$ cat src/rtl/fake_qspi0_icb_rd_pkg.sv
`default_nettype none
// ============================================================================
//  Module      : fake_qspi0_icb_rd_pkg
//  Description : Shared types and constants for the fake QSPI0 ICB read
//                front-end (state encoding, ICB widths, default window base).
//  Revision    : 1.0 - initial release
// ============================================================================
package fake_qspi0_icb_rd_pkg;

    // ICB bus widths
    localparam int unsigned C_ICB_AW = 32;
    localparam int unsigned C_ICB_DW = 32;
    localparam int unsigned C_ICB_MW = 4;

    // Default byte base of the flash XIP window
    localparam logic [C_ICB_AW-1:0] C_DEFAULT_BASE_ADDR = 32'h2000_0000;

    // Front-end controller states
    typedef enum logic [1:0] {
        ST_IDLE = 2'd0,
        ST_WAIT = 2'd1,
        ST_CAPT = 2'd2,
        ST_RESP = 2'd3
    } state_t;

endpackage : fake_qspi0_icb_rd_pkg
`default_nettype wire

$ cat src/rtl/fake_qspi0_icb_rd.sv
`default_nettype none
// ============================================================================
//  Module      : fake_qspi0_icb_rd
//  Description : ICB slave front-end for the combinational fake QSPI0 flash
//                model. Accepts one read at a time, drives the registered
//                ROM word address, waits WAIT_CYC cycles to emulate flash
//                latency, then returns the registered word. Writes and
//                out-of-window reads complete immediately with an error.
//  Revision    : 1.0 - initial release
// ============================================================================
module fake_qspi0_icb_rd
    import fake_qspi0_icb_rd_pkg::*;
#(
    parameter logic [31:0] BASE_ADDR   = C_DEFAULT_BASE_ADDR,
    parameter int unsigned DEPTH_WORDS = 52,
    parameter int unsigned WAIT_CYC    = 4
) (
    input  logic                clk,
    input  logic                rst_n,
    input  logic                i_icb_cmd_valid,
    output logic                i_icb_cmd_ready,
    input  logic [C_ICB_AW-1:0] i_icb_cmd_addr,
    input  logic                i_icb_cmd_read,
    input  logic [C_ICB_DW-1:0] i_icb_cmd_wdata,
    input  logic [C_ICB_MW-1:0] i_icb_cmd_wmask,
    output logic                i_icb_rsp_valid,
    input  logic                i_icb_rsp_ready,
    output logic [C_ICB_DW-1:0] i_icb_rsp_rdata,
    output logic                i_icb_rsp_err,
    output logic [29:0]         model_addr,
    input  logic [C_ICB_DW-1:0] model_dout
);

    // Counter reload: WAIT_CYC-1 so that WAIT lasts exactly WAIT_CYC cycles
    localparam logic [7:0] C_WAIT_LOAD = 8'((WAIT_CYC == 0) ? 0 : (WAIT_CYC - 1));
    localparam logic       C_NO_WAIT   = (WAIT_CYC == 0);

    state_t                r_state;
    state_t                w_state_nxt;
    logic   [7:0]          r_wait_cnt;
    logic   [C_ICB_DW-1:0] r_rdata;
    logic                  r_err;
    logic   [29:0]         r_model_addr;

    logic                  w_accept;
    logic   [C_ICB_AW-1:0] w_offset;
    logic                  w_below_base;
    logic                  w_beyond_depth;
    logic                  w_cmd_err;
    logic                  w_unused;

    // Write payload and the byte lane bits are irrelevant to a word ROM
    assign w_unused = ^{i_icb_cmd_wdata, i_icb_cmd_wmask, w_offset[1:0]};

    assign i_icb_cmd_ready = (r_state == ST_IDLE);
    assign i_icb_rsp_valid = (r_state == ST_RESP);
    assign i_icb_rsp_rdata = r_rdata;
    assign i_icb_rsp_err   = r_err;
    assign model_addr      = r_model_addr;

    assign w_accept       = i_icb_cmd_valid & i_icb_cmd_ready;
    assign w_offset       = i_icb_cmd_addr - BASE_ADDR;
    // Subtraction wraps for addresses under the base, so that case is
    // caught by its own compare rather than by the depth check.
    assign w_below_base   = (i_icb_cmd_addr < BASE_ADDR);
    assign w_beyond_depth = (w_offset[31:2] >= 30'(DEPTH_WORDS));
    assign w_cmd_err      = ~i_icb_cmd_read | w_below_base | w_beyond_depth;

    // State register
    always_ff @(posedge clk or negedge rst_n) begin
        if (!rst_n) begin
            r_state <= ST_IDLE;
        end else begin
            r_state <= w_state_nxt;
        end
    end

    // Next-state decode
    always_comb begin
        w_state_nxt = r_state;
        case (r_state)
            ST_IDLE: begin
                if (w_accept) begin
                    if (w_cmd_err) begin
                        w_state_nxt = ST_RESP;
                    end else if (C_NO_WAIT) begin
                        w_state_nxt = ST_CAPT;
                    end else begin
                        w_state_nxt = ST_WAIT;
                    end
                end
            end
            ST_WAIT: begin
                if (r_wait_cnt == 8'd0) begin
                    w_state_nxt = ST_CAPT;
                end
            end
            ST_CAPT: begin
                w_state_nxt = ST_RESP;
            end
            ST_RESP: begin
                if (i_icb_rsp_ready) begin
                    w_state_nxt = ST_IDLE;
                end
            end
            default: begin
                w_state_nxt = ST_IDLE;
            end
        endcase
    end

    // Datapath: ROM address latch, latency counter and response registers
    always_ff @(posedge clk or negedge rst_n) begin
        if (!rst_n) begin
            r_model_addr <= 30'd0;
            r_wait_cnt   <= 8'd0;
            r_rdata      <= '0;
            r_err        <= 1'b0;
        end else begin
            case (r_state)
                ST_IDLE: begin
                    if (w_accept) begin
                        // Address held until the next accept so the ROM
                        // output is settled by the time CAPT samples it.
                        r_model_addr <= w_offset[31:2];
                        if (w_cmd_err) begin
                            r_err   <= 1'b1;
                            r_rdata <= '0;
                        end else begin
                            r_wait_cnt <= C_WAIT_LOAD;
                        end
                    end
                end
                ST_WAIT: begin
                    if (r_wait_cnt != 8'd0) begin
                        r_wait_cnt <= r_wait_cnt - 8'd1;
                    end
                end
                ST_CAPT: begin
                    r_rdata <= model_dout;
                    r_err   <= 1'b0;
                end
                default: begin
                    // RESP: rdata/err held until the response handshake
                end
            endcase
        end
    end

endmodule : fake_qspi0_icb_rd
`default_nettype wire

$ cat config.mk
export PLATFORM = sky130hd
export DESIGN_NAME = fake_qspi0_icb_rd
export DESIGN_NICKNAME = d
export VERILOG_FILES = /design/src/rtl/fake_qspi0_icb_rd_pkg.sv /design/src/rtl/fake_qspi0_icb_rd.sv
export SDC_FILE = /design/constraint.sdc
export NUM_CORES = 1
export LEC_CHECK = 0
export ABC_AREA = 1
export BUFFER_PORTS_ARGS = -buffer_cell sky130_fd_sc_hd__buf_2
export CAP_MARGIN = 5
export CORE_MARGIN = 2
export CORE_UTILIZATION = 47
export CTS_BUF_LIST = sky130_fd_sc_hd__clkbuf_4 sky130_fd_sc_hd__clkbuf_8 sky130_fd_sc_hd__clkbuf_16
export CTS_CLUSTER_DIAMETER = 30
export DETAILED_ROUTE_END_ITERATION = 6
export MAX_ROUTING_LAYER = met4
export PLACE_DENSITY_LB_ADDON = 0.3
export SETUP_SLACK_MARGIN = 0.3
export SYNTH_ARGS = -nofsm -noshare
export SYNTH_HDL_FRONTEND = slang
export SYNTH_SLANG_ARGS = --single-unit
$ cat constraint.sdc
create_clock -name clk -period 1.84 [get_ports clk]
set_input_delay 0.184 -clock clk [delete_from_list [all_inputs] [get_ports clk]]
set_output_delay 0.184 -clock clk [all_outputs]
set_load 0.1 [all_outputs]
======== Word-level counts from Yosys, hierarchy flattened ========
Cells that the tools add are included.
storage, ports and cells
  flip-flop bits (word level) ............. 73
  bits of input ports ..................... 105
  output and inout bits ................... 65
  logic and storage cells ................. 46
operators by class
  $add $sub $neg .......................... 2
  order comparisons ....................... 2
  equality and inequality tests ........... 9
  muxes and demuxes ....................... 15
  bitwise operators ....................... 4
  reductions and logical operators ........ 9
operator list
  kind                    number
  $mux 32                 2
  $pmux 32 s2             1
  $lt 32x30->1 const B    1
  $sub 32x30->32 const B  1
  $ge 30x6->1 const B     1
  $mux 8                  3
  $pmux 8 s2              1
  $logic_not 8->1         1
  $mux 2                  4
  $pmux 2 s4              1
  $reduce_bool 8->1       1
  $sub 8x1->8 const B     1
  $ne 2x1->1 const B      3
  $ne 2x2->1 const B      3
  $reduce_and 3->1        2
  $eq 2x2->1 const B      2
  $reduce_and 4->1        1
  $reduce_bool 2->1       2
  $eq 2x1->1 const B      1
  $logic_not 2->1         1
  $mux 1                  2
  $or 1x1->1              2
  $pmux 1 s2              1
  $reduce_and 2->1        1
  other kinds (2)         2

======== Longest topological paths before layout ========
Gate-level depths: netlist (run 1).
  word-level depth ........................ 6
  gate-level depth with buffers ........... 12
  mapped depth without buffers ............ 12

======== Worst setup path before layout (run 1) ========
No wires, ideal clock.
  path kind ............................... flip-flop to flip-flop
  start ................................... reg r_state[0]
  end ..................................... reg r_err, in the netlist i_icb_rsp_err
  library setup time ...................... 0.122 ns
  arrival time ............................ 2.270 ns
  required time ........................... 1.718 ns
  slack ................................... -0.552 ns
  stages on the path, launching flop included .. 11
  path buffers ............................ 2
  clock period less this slack ............ 2.392 ns
  cells stage by stage .................... dfrtp_1 inv_1 ha_1 buf_4 inv_2 or2_4 inv_4 nor2_8 buf_2 nand3b_1 nand2_1
between the ends
  word-level cells in the longest chain between the ends .. 4
  elaborated cells between the ends (all ways) .. 8
  those cells by class .................... 3 x eq/ne; 1 x mux; 1 x bitwise; 3 x reduce/logical
RTL lines
  element                            RTL line                  source
  start: declaration                 fake_qspi0_icb_rd.sv:38   state_t r_state;
  start signal: assignment           fake_qspi0_icb_rd.sv:74   r_state <= w_state_nxt;
  $logic_not 2->1 (*)                fake_qspi0_icb_rd.sv:55   assign i_icb_cmd_ready = (r_state == ST_IDLE);
  net i_icb_cmd_ready                fake_qspi0_icb_rd.sv:21   output logic i_icb_cmd_ready,
  $and 1x1->1                        fake_qspi0_icb_rd.sv:61   assign w_accept = i_icb_cmd_valid & i_icb_cmd_ready;
  $ne 2x1->1 (no source line)        -
  $reduce_and 3->1 (no source line)  -
  end signal: assignment             fake_qspi0_icb_rd.sv:118  r_err <= 1'b0;
  end signal: assignment             fake_qspi0_icb_rd.sv:127  r_err <= 1'b1;
  end signal: assignment             fake_qspi0_icb_rd.sv:141  r_err <= 1'b0;
  end: declaration                   fake_qspi0_icb_rd.sv:42   logic r_err;
Mark *: on every way through the listed nets, which the timed path passes. The rest lies on a longest branch.
A chain may end at the register's enable or synchronous reset.

======== Worst setup path in the final report (run 1) ========
  start ................................... reg r_state[0]
  end ..................................... reg r_err, in the netlist i_icb_rsp_err
between the ends
  word-level cells in the longest chain between the ends .. 4
  elaborated cells between the ends (all ways) .. 8
  those cells by class .................... 3 x eq/ne; 1 x mux; 1 x bitwise; 3 x reduce/logical
RTL lines
  element                            RTL line
  $logic_not 2->1                    fake_qspi0_icb_rd.sv:55, fake_qspi0_icb_rd.sv:120
  $and 1x1->1                        fake_qspi0_icb_rd.sv:61
  $ne 2x1->1 (no source line)        -
  $reduce_and 3->1 (no source line)  -
Parallel ways exist; a longest one is shown, timed or not.

==> flow_results.org, run 1 <==
** Floorplan
- Area enclosed by the die boundary :: 8400 sq um
- Initial cell density of the core :: approximately half
- The die is 91.6 microns wide.
- Measured along the y axis, the die boundary spans between 90 and 100 microns.
- After floorplanning, the core was divided into 31 placement rows.
- The total area inside the core boundary comes to roughly 7300 sq um.
- For this design the top-level I/O count stands at 170.

** Yosys
- The number of nets in the synthesized netlist is 550.
- Fraction of synthesized cell area taken by the top area cell type :: around half
- Synthesized area per cell :: around 8.2 sq um
- Cell types with the largest area share after synthesis :: dfrtp_1 (51%), nand2_1 (19%), nand3b_1 (6.9%)
- Yosys instantiated no cell more often than nand2_1.
- Dominant cell type by area after synthesis :: dfrtp_1
- Share of synthesized registers carrying an async set or reset :: 100%
- Number of standard cells after synthesis :: roughly 440
- The number of different library cells used by synthesis comes to 30.
- Counting flops with a built-in enable in the synthesized netlist gives 0.
- Synthesis inferred 73 register bits.
- The most used flip-flop cell after synthesis is dfrtp_1.
- Yosys printed 0 warnings.
- Counting instances in the post-synthesis netlist gives the leading cell types as nand2_1 (179), dfrtp_1 (73), inv_1 (43).
- Netlist area before placement :: roughly 3600 sq um
- The share of the Yosys chip area taken by registers is about 51%.

** Cells and area
- # diodes :: 0
- Proportion of layout cells with a drive suffix above 1 :: between 30% and 40%
- Final layout net count :: between 600 and 700
- From synthesis to final layout, the design area changed by 32.7%.

** Timing
- Setup repair after global routing could not meet its margin everywhere.
- Final-report hold violation count :: 0
- Setup total negative slack on the finished layout was measured at 0 ns.
- The worst path meets setup with around 0.26 ns of slack.
- In this run the tightest slew margin relative to its limit is 62.3%.
- Part of the cycle the worst path needs :: between 80% and 90%
- Least-Margin Pin Slew :: about 0.57 ns
- The final max-slew violation count is 0.
- Setup violations remaining at the end of the flow were counted as 0.
- Final Skew :: between 0.01 and 0.015 ns
- For this run, the top clock speed supported by timing is between 0.6 and 0.7 GHz.
- Counting I/O delays and the setup requirement, the final critical path takes 1.58 ns.

** GRT
- Entering global routing, the biggest net connects between 40 and 50 pins.
- In the global route stage, overall resource usage came out at ~22%.
- The number of antenna violations at the first check in global routing was 0.
- Remaining global-route overflow :: 0
- Number of global-route vias before repair :: between 3000 and 4000
- The first global-routing pass estimated 14600 microns of wire.

** Job
- The tool flagged a number of max-cap violations equal to 0.

** Critical path
- Data required time of the worst path :: 2.07 ns
- Tracing the worst setup path back leads to its startpoint at r_state[0].
- The startpoint identified for the worst register-to-register timing path is r_state[0].
- The worst setup path is captured at a flop.
- Maximum fanout along the worst path :: 7
- Start-to-end type of the worst setup path :: reg -> reg
- Signal arrival time at the worst endpoint :: about 1.8 ns
- Critical Path Start Type :: flop

** Placement
- Routability-driven placement finished with a final weighted congestion of between 0.8 and 0.9.
- In this run the tool buffered the top-level ports with about 130 buffer cells.
- Final HPWL from detailed placement :: ~6000 microns
- Worst Setup Slack post-DPL :: around 0.12 ns

** Detailed routing
- Remaining antenna violation count after routing :: 0
- The routed layout has approximately 3300 vias.
- Drt wl/cell :: 12.8 microns
- Detailed-route wire length :: between 8000 and 9000 microns
- DR pass1 iterations :: 4
- For this run, design rule violations remaining after detail routing come to 0.
- Iteration-0 DRC Markers :: 115
- Vias per inst :: 4.76

** Clock tree
- For the worst-skew pair, the clock arrives at the later sink with an insertion delay of 0.34 ns.
- Clock-pin slew was measured on the worst setup and hold paths at about 0.07 ns.
- Sinks on Clock Net :: between 70 and 80
- Buffer depth of the longest clock path :: 2
- Clock tree from TritonCTS :: done
- Clock tree synthesis inserted a total of 9 buffers.
- CTS placed an instance of clkbuf_8 at the clock tree root.
- H-tree depth :: 3

** Outcome
- Status :: finished clean

** Worst hold path
- The startpoint identified for the worst hold timing path is i_icb_cmd_addr[2].
- Class of the tightest hold or removal check :: in -> reg
final timing paths:
check | endpoint | slack, ns | cells after the start
setup reg to reg | i_icb_rsp_err | 0.26 | 9
hold reg to reg | i_icb_rsp_rdata[17] | 0.47 | 2
hold / removal | model_addr[0] | 0.08 | 2
min in group asynchronous | model_addr[0] | 0.38 | 2
setup / recovery | i_icb_rsp_err | 0.26 | 9
max in group asynchronous | model_addr[7] | 0.89 | 3
layout by cell type (no fill, tap or decap), drive strengths merged:
master and count:
a21oi 4, buf 150, bufinv 2, clkbuf 11
clkinv 1, dfrtp 73, dlygate4sd3 1, ha 7
inv 45, mux2 4, nand2 184, nand3 11
nand3b 33, nand4 1, nor2 24, nor3 2
o21ai 30, or2 1, xnor2 1, xor2 1
through the flow:
step | std cells | utilization (%) | cell area [sq um] | hold slack [ns]
after global routing | 685 | 65.3 | 4790 | 0.0724
after detailed placement | 658 | 59.9 | 4390 | 0.225
after global placement | 658 | 59.9 | 4390 | 0.215
final | 685 | 65.3 | 4790 | 0.0828
after CTS | 681 | 64.5 | 4730 | 0.0684
after floorplan | 438 | - | 3670 | -0.112
registers in the layout, summed over array words and instances (netlist names):
| register | flops |
|---|---|
| i_icb_rsp_rdata | 32 |
| model_addr | 30 |
| i_icb_rsp_err | 1 |
| r_wait_cnt | 8 |
| r_state | 2 |
layout make-up:
type | count | area, sq um
clock inverter | 3 | 65.1
multi-input combinational | 303 | 1580
tap | 99 | 124
fill | 663 | 2540
sequential | 73 | 1830
timing repair buffer | 151 | 867
clock buffer | 11 | 151
inverter | 45 | 176
kinds of logic after synthesis:
logic type | share of synthesized area [%]
adder cells (fa/ha/maj) | 2.43
XOR/XNOR | 0.485
AND/OR/NAND/NOR | 32.2
AO/OA/AOI/OAI | 5.13
multiplexers | 1.25
flip-flops | 50.6
buffers and inverters | 7.90
per-layer routing:
metal  part of all wire (%)  GRT usage, %  up-vias
li1                       -             -     1648
met2                     50          36.3       81
met3                    4.9          3.78       18
met4                    1.7          7.45        0
met1                     43          28.3     1517
met5                      0             -        -
critical path: stages (launching register included):
cell and delay [ns]:
dfrtp_1 0.42, inv_2 0.10, ha_4 0.20, inv_2 0.03
or2_4 0.25, inv_8 0.09, nor2_8 0.07, buf_6 0.15
nand3b_1 0.09, nand2_1 0.07
what timing repair did:
action | CTS | global route
pin swaps | 7 | 2
endpoints found under the hold margin | 42 | 0
gates cloned | 2 | 2
endpoints found under the setup margin | 67 | 58
resized for setup | 12 | 7
hold buffers | 1 | 0
buffers inserted | 6 | 2
Power of run 1 is not shown: default switching activity piles up to over one toggle a cycle in this logic, so the estimate is an artifact.
==> inputs of run 2 (changes only) <==
--- a/config.mk
+++ b/config.mk
@@ -6,13 +6,13 @@
 export NUM_CORES = 1
 export LEC_CHECK = 0
 export ABC_AREA = 1
-export BUFFER_PORTS_ARGS = -buffer_cell sky130_fd_sc_hd__buf_2
 export CAP_MARGIN = 5
 export CORE_MARGIN = 2
-export CORE_UTILIZATION = 47
+export CORE_UTILIZATION = 51
 export CTS_BUF_LIST = sky130_fd_sc_hd__clkbuf_4 sky130_fd_sc_hd__clkbuf_8 sky130_fd_sc_hd__clkbuf_16
 export CTS_CLUSTER_DIAMETER = 30
 export DETAILED_ROUTE_END_ITERATION = 6
+export DONT_BUFFER_PORTS = 1
 export MAX_ROUTING_LAYER = met4
 export PLACE_DENSITY_LB_ADDON = 0.3
 export SETUP_SLACK_MARGIN = 0.3
==> run 2 against run 1 <==
- the run now ends with hold timing left
- sequential share of layout area grew 0.38 points
- count of clock-buffer cells in the layout fell by 1
- worst hold slack got worse by 0.55 ns
- flip-flop and latch count unchanged
- cell count fell by 8.5%
- largest cell class unchanged
- wire length up 0.25%
- die area fell by 7.5%
- register-to-register slack better by 0.03 ns
- utilization increased by 4.1 points
==> flow_results.org, run 2 (synthesized netlist as in run 1, its figures left out) <==
** Detailed routing
- The total iterations of the first detailed-routing run was 4 (unchanged).
- Detailed-route wire length :: 8760 microns (+0.25%)
- The remaining number of nets flagged by the antenna check after routing is 0 (unchanged).
- Residual DRC count :: 0 (unchanged)
- The routed wire length per instance came to 14.0 microns (+9.5%).
- Iteration-0 DRC Markers :: 104 (-9.6%)
- The detailed-route vias per instance is 4.97 (+4.3%).
- The total vias in the final route is 3116 (-4.5%).

** Floorplan
- Area enclosed by the die boundary :: 7770 sq um (-7.5%)
- Initial cell density of the core :: 52.8% (+3.6 points)
- The area of the core region was 6830 sq um (-6.8%).
- Die X :: 88.1 microns (-3.8%)
- The number of rows in the core area came to 30 (-3.2%).
- The height of the die came to 88.1 microns (-3.8%).
- The I/O pin count is 170 (unchanged).

** Timing
- Slew Limit Fails :: 0 (unchanged)
- Setup repair after global routing could not meet its margin everywhere.
- The worst hold slack across all endpoints is -0.470 ns (-0.553 ns).
- The total of endpoints with negative setup slack in the final report came to 0 (unchanged).
- Total negative setup slack :: 0 ns (unchanged)
- The highest clock frequency the design can meet came to 0.648 GHz (+2.2%).
- Final-report hold violation count :: 73 (+73)
- Part of the cycle the worst path needs :: 83.9% (-1.8 points)
- Final Skew :: 0.00820 ns (-0.00344 ns)
- Worst slew margin :: 74.5% (+12 points)
- The final period demand of the worst path is 1.54 ns (-0.0332 ns).
- The transition time at the pin with the least slew margin came to 0.381 ns (-0.185 ns).

** Cells and area
- The flip-flop count of the largest register after layout was 32 (unchanged).
- Leaving out fill and tap cells, the most frequent cells in the layout are nand2_1 (177), dfrtp_1 (73), buf_4 (73).
- Final layout net count :: 639 (-8.1%)
- Proportion of layout cells with a drive suffix above 1 :: 23.9% (-8.7 points)
- Register area :: 1830 sq um (unchanged)
- Leading cell type in the layout, fill and taps excluded :: nand2_1
- Compared with the post-synthesis result, the final layout area differs by 31.3%.
- Filler instances :: 567 (-14%)
- The area taken by multi-input logic gates was 1550 sq um (-1.5%).
- The final antenna diode count was 0 (unchanged).

** Placement
- Input/output buffers :: 0 (-100%)
- The detailed placer's ending HPWL is 5620 microns (-6.0%).
- Placer congestion estimate :: 0.891 (+0.69%)

** Critical path
- Cell repeated most along the worst path :: inv_2
- The peak per-stage delay on the critical path came to 0.42 ns (about the same).
- Critical Path Start Type :: flop
- Signal arrival time at the worst endpoint :: 1.78 ns (-0.02 ns)
- Walking the worst path, the cells encountered are inv_2, ha_4, inv_2, or2_4, inv_6, nor2_8, buf_12, nand3b_1, nand2_1.
- The largest fanout on the critical path is 24 (+17).
- The worst setup path is of the reg -> reg kind.
- Nature of the critical path endpoint :: flop
- The slowest stage of the critical path belongs to the cell dfrtp_1.
- The worst path required time is 2.07 ns (about the same).

** Clock tree
- Clock buffer count from CTS :: 9 (unchanged)
- Clock latency of the later-clocked register in the worst-skew pair :: 0.34 ns (about the same)
- Buffer depth of the longest clock path :: 2 (unchanged)
- H-tree depth :: 3 (unchanged)
- Sinks on Clock Net :: 73 (unchanged)
- CTS clk-pin slew, worst paths :: 0.07 ns (about the same)
- TritonCTS built the clock tree.
- The tree is rooted in a clkbuf_8.
- The count of hold buffers inserted by post-cts repair was 13 (+12).

** GRT
- The final global-route overflow total is 0 (unchanged).
- The wire length of the first global-routing pass came to 13000 microns (-11%).
- The total track usage is 22.4% (+0.15 points).
- Antenna violations before repair :: 0 (unchanged)
- Pin count of the biggest net entering global routing :: 74 (+68%)
- The via count of the first global-routing pass is 2871 (-6.8%).

** Worst hold path
- The worst hold path belongs to the class in -> async.

** Job
- The number of maximum-capacitance violations came to 0 (unchanged).

** Outcome
- Status :: finished with violations
- The final reports fail on hold timing.
## run 2: cell types whose count changed in the layout (fill, tap and decap cells not counted), moves of 2 or more
cell	before	now
dlygate4sd3_1	1	10
dlymetal6s4s_1	0	3
buf_2	128	0
inv_1	41	39
inv_2	3	5
buf_4	13	73
buf_6	7	5
clkbuf_16	0	2
buf_12	2	4
## run 2: final timing paths
| check | depth (start not counted) | slack, ns | from | end |
|---|---|---|---|---|
| worst min register to register | 2 | 0.48 | i_icb_rsp_rdata[12] | i_icb_rsp_rdata[12] |
| worst max register to register | 9 | 0.30 | r_state[1] | i_icb_rsp_rdata[19] |
| worst min-delay path | 0 | -0.47 | rst_n | model_addr[0] |
| worst max-delay path | 9 | 0.30 | r_state[1] | i_icb_rsp_rdata[19] |
| min in group clk | 2 | 0.01 | i_icb_cmd_addr[20] | model_addr[18] |
| max in group asynchronous | 0 | 2.14 | rst_n | model_addr[27] |
## run 2: final cells by class
| cell class | count | area share [%] |
|---|---|---|
| Sequential cell | 73 | 38.5 |
| Inverter | 45 | 3.67 |
| Clock inverter | 5 | 1.19 |
| Clock buffer | 10 | 2.90 |
| Tap cell | 96 | 2.53 |
| Multi-Input combinational cell | 301 | 32.8 |
| Timing Repair Buffer | 97 | 18.4 |
## run 2: through the flow
step / instances / worst slack (ns) / util [%] / instance area [sq um]
finish: 627 / 0.296 / 69.4 / 4740
global route: 627 / 0.182 / 69.4 / 4740
CTS: 619 / 0.294 / 67.2 / 4590
detailed placement: 586 / 0.213 / 61.6 / 4210
global placement: 586 / 0.256 / 61.6 / 4210
floorplan: 438 / 0.0507 / - / 3670
## run 2: timing repair
item / CTS / global route
cloned: 0 / 4
hold endpoints to repair: 86 / 73
buffers inserted: 5 / 4
gates resized for setup: 2 / 16
pin swaps: 4 / 9
endpoints found under the setup margin: 47 / 72
## run 2: metal layers
metal	global-route usage [%]	part of all wire [%]	up-vias	wire length (microns)
li1	-	-	1539	-
met3	5.28	5.3	15	465
met1	26.7	43	1472	3760
met5	-	0	-	0
met4	6.75	1.6	0	143
met2	37.7	50	90	4400
## run 2: critical path, delay by kind of cell (launching register included)
family / cells / cell delay [ns]
adders and majority gates: 1 / 0.17
and+or+nand+nor: 4 / 0.45
DFF: 1 / 0.42
buffers and inverters: 4 / 0.38
Power of run 2 is left out for the same reason.
==> inputs of run 3 (changes only) <==
==> constraint.sdc (replaced) <==
create_clock -name clk -period 1.6 [get_ports clk]
set_input_delay 0.16 -clock clk [delete_from_list [all_inputs] [get_ports clk]]
set_output_delay 0.16 -clock clk [all_outputs]
set_load 0.1 [all_outputs]
==> run 3 against run 2 <==
- the run still ends with hold timing left
- global-route usage is 3.1 points higher
- final area is 8.1% higher
- clock skew fell by 0.0017 ns
- utilization up 5.6 points
- worst hold slack got worse by 0.019 ns
- flip-flop and latch count is the same
- wire length increased by 14%
- non-clock buffer count up 23
- setup slack worse by 0.26 ns
- maximum frequency fell by 1.0%
- die area is the same
- count of clock-buffer cells in the layout rose by 1
- critical path type unchanged
- largest cell class unchanged
==> flow_results.org, run 3 (synthesized netlist as in run 1, its figures left out) <==
** Timing
- Setup violation total in the final timing report :: 0 (unchanged)
- The final period demand of the worst path was 1.56 ns (+0.0155 ns).
- The final max-slew violation count came to 0 (unchanged).
- Least-Margin Pin Slew :: 0.343 ns (-0.0382 ns)
- The worst hold slack across all endpoints is -0.489 ns (-0.0191 ns).
- Part of the cycle the worst path needs :: 97.5% (+14 points)
- Setup repair after global routing missed its margin :: yes
- Worst slew margin :: 77.1% (+2.6 points)
- Final Skew :: 0.00651 ns (-0.00169 ns)
- Final-report hold violation count :: 73 (unchanged)
- Highest attainable clock frequency :: 0.641 GHz (-1.0%)

** Floorplan
- The starting density of the core is 52.8% (unchanged).
- Die X :: 88.1 microns (unchanged)
- The height of the die is 88.1 microns (unchanged).
- The I/O pin count is 170 (unchanged).
- Core area :: 6830 sq um (unchanged)
- Area enclosed by the die boundary :: 7770 sq um (unchanged)
- Standard-cell row count :: 30 (unchanged)

** Clock tree
- Post-CTS Hold Buffers :: 26 (+13)
- The number of buffers inserted during clock tree synthesis is 9 (unchanged).
- In this run the clock root is driven by a clkbuf_8.
- Clock latency of the later-clocked register in the worst-skew pair :: 0.34 ns (about the same)
- The CTS clock-pin slew for the worst setup and hold paths was 0.07 ns (about the same).
- Clock tree from TritonCTS :: done
- Sinks on Clock Net :: 73 (unchanged)
- The total number of H-tree levels came to 3 (unchanged).
- The buffer levels on the longest clock path is 2 (unchanged).

** Critical path
- Critical Path Start Type :: flop
- Signal arrival time at the worst endpoint :: 1.79 ns (about the same)
- The worst register-to-register path ends at i_icb_rsp_rdata[21].
- FF-to-FF setup slack :: 0.04 ns (-0.26 ns)
- Worst R2R Path Depth :: 9 (unchanged)
- Data required time of the worst path :: 1.83 ns (-0.24 ns)
- Worst flop-to-flop path startpoint :: r_state[1]
- The worst setup path is captured at a flop.
- Start-to-end type of the worst setup path :: reg -> reg
- The most critical setup path has its endpoint at i_icb_rsp_rdata[21].
- Launch point of the critical path :: r_state[1]
- The largest fanout on the critical path came to 16 (-33%).

** GRT
- The total track usage was 25.5% (+3.1 points).
- The pin count of the biggest net entering global routing was 74 (unchanged).
- Number of global-route vias before repair :: 3150 (+9.7%)
- Remaining global-route overflow :: 0 (unchanged)
- Antenna violations before repair :: 0 (unchanged)
- First-pass GRT wire length :: 14700 microns (+13%)

** Job
- Number of maximum-capacitance constraint violations :: 0 (unchanged)

** Outcome
- Status :: finished with violations
- Violations in the final reports :: hold timing

** Detailed routing
- The total vias in the final route came to 3322 (+6.6%).
- The remaining number of nets flagged by the antenna check after routing is 0 (unchanged).
- The routed wire length per instance came to 15.3 microns (+9.5%).
- The detailed-route vias per instance was 5.10 (+2.5%).
- Detailed-route wire length :: 9980 microns (+14%)
- The detailed router's first-iteration violation count was 177 (+70%).
- DR pass1 iterations :: 4 (unchanged)
- Residual DRC count :: 0 (unchanged)

** Cells and area
- Area added between synthesis and finish :: 41.9%
- The fraction of layout cells with a size suffix above 1 is 29.0% (+5.0 points).
- The non-filler instance count after layout is 652 (+4.0%).
- Util after Layout :: 75.0% (+5.6 points)
- Max reg flops :: 32 (unchanged)
- The number of nets in the layout was 664 (+3.9%).
- Leaving out fill and tap cells, the most frequent cell in the layout is nand2_1.
- Filler instances :: 487 (-14%)
- # diodes :: 0 (unchanged)
- In the layout the commonest cells are nand2_1 (169), buf_4 (78), dfrtp_1 (73).

** Placement
- Placer congestion estimate :: 0.900 (+1.1%)
- Final HPWL from detailed placement :: 5720 microns (+1.8%)
- The count of port buffers added during placement is 0 (unchanged).
- Placed Instances :: 592 (+1.0%)

** Worst hold path
- Class of the tightest hold or removal check :: in -> async
==> run 3: worst max-delay path: stages, from the launching register on <==
cell and delay [ns]:
dfrtp_1 0.39, inv_2 0.07, ha_4 0.17, inv_2 0.04, or2_4 0.13, inv_6 0.05, nor2_8 0.28, nand2_8 0.14
nand2_1 0.10, nand2_1 0.06
==> run 3: how the worst min path moves through the flow <==
| stage | startpoint | endpoint |
|---|---|---|
| floorplan | rst_n | i_icb_rsp_err |
| global placement | rst_n | model_addr[0] |
| detailed placement | rst_n | r_state[1] |
| CTS | rst_n | i_icb_rsp_rdata[6] |
| global route | rst_n | i_icb_rsp_rdata[7] |
| finish | rst_n | r_wait_cnt[1] |
==> run 3: layer usage <==
layer | routed length, microns | GRT usage [%] | vias to the layer above
li1 | - | - | 1590
met1 | 4010 | 30.0 | 1572
met2 | 5110 | 41.8 | 132
met3 | 603 | 5.00 | 28
met4 | 257 | 12.5 | 0
met5 | 0 | - | -
==> run 3: final cells by class <==
| type | instances | area [sq um] | share of cell area (%) |
|---|---|---|---|
| repair buffers | 120 | 1110 | 21.7 |
| flip-flops and latches | 73 | 1830 | 35.7 |
| well taps | 96 | 120 | 2.34 |
| multi-input cells | 303 | 1710 | 33.3 |
| clock buffers | 11 | 139 | 2.71 |
| clock inverters | 4 | 45.0 | 0.879 |
| inverters | 45 | 174 | 3.39 |
==> run 3: what timing repair did <==
action                                  CTS  global route
gates cloned                              3             1
gates resized for setup                  24            34
endpoints found under the setup margin   75            75
hold endpoints to repair                 99            73
pin swaps                                17            14
setup buffers                             9             6
==> run 3: stage by stage <==
step | cell area, sq um | TNS (ns) | setup slack (ns) | hold slack, ns
floorplan | 3670 | -6.76 | -0.189 | -0.136
global placement | 4250 | -3.77 | -0.119 | -0.133
detailed placement | 4250 | -5.09 | -0.179 | -0.134
CTS | 4950 | 0 | 0.0921 | -0.511
global route | 5120 | -0.242 | -0.0316 | -0.510
finish | 5120 | 0 | 0.0403 | -0.489
Power of run 3 is left out for the same reason.
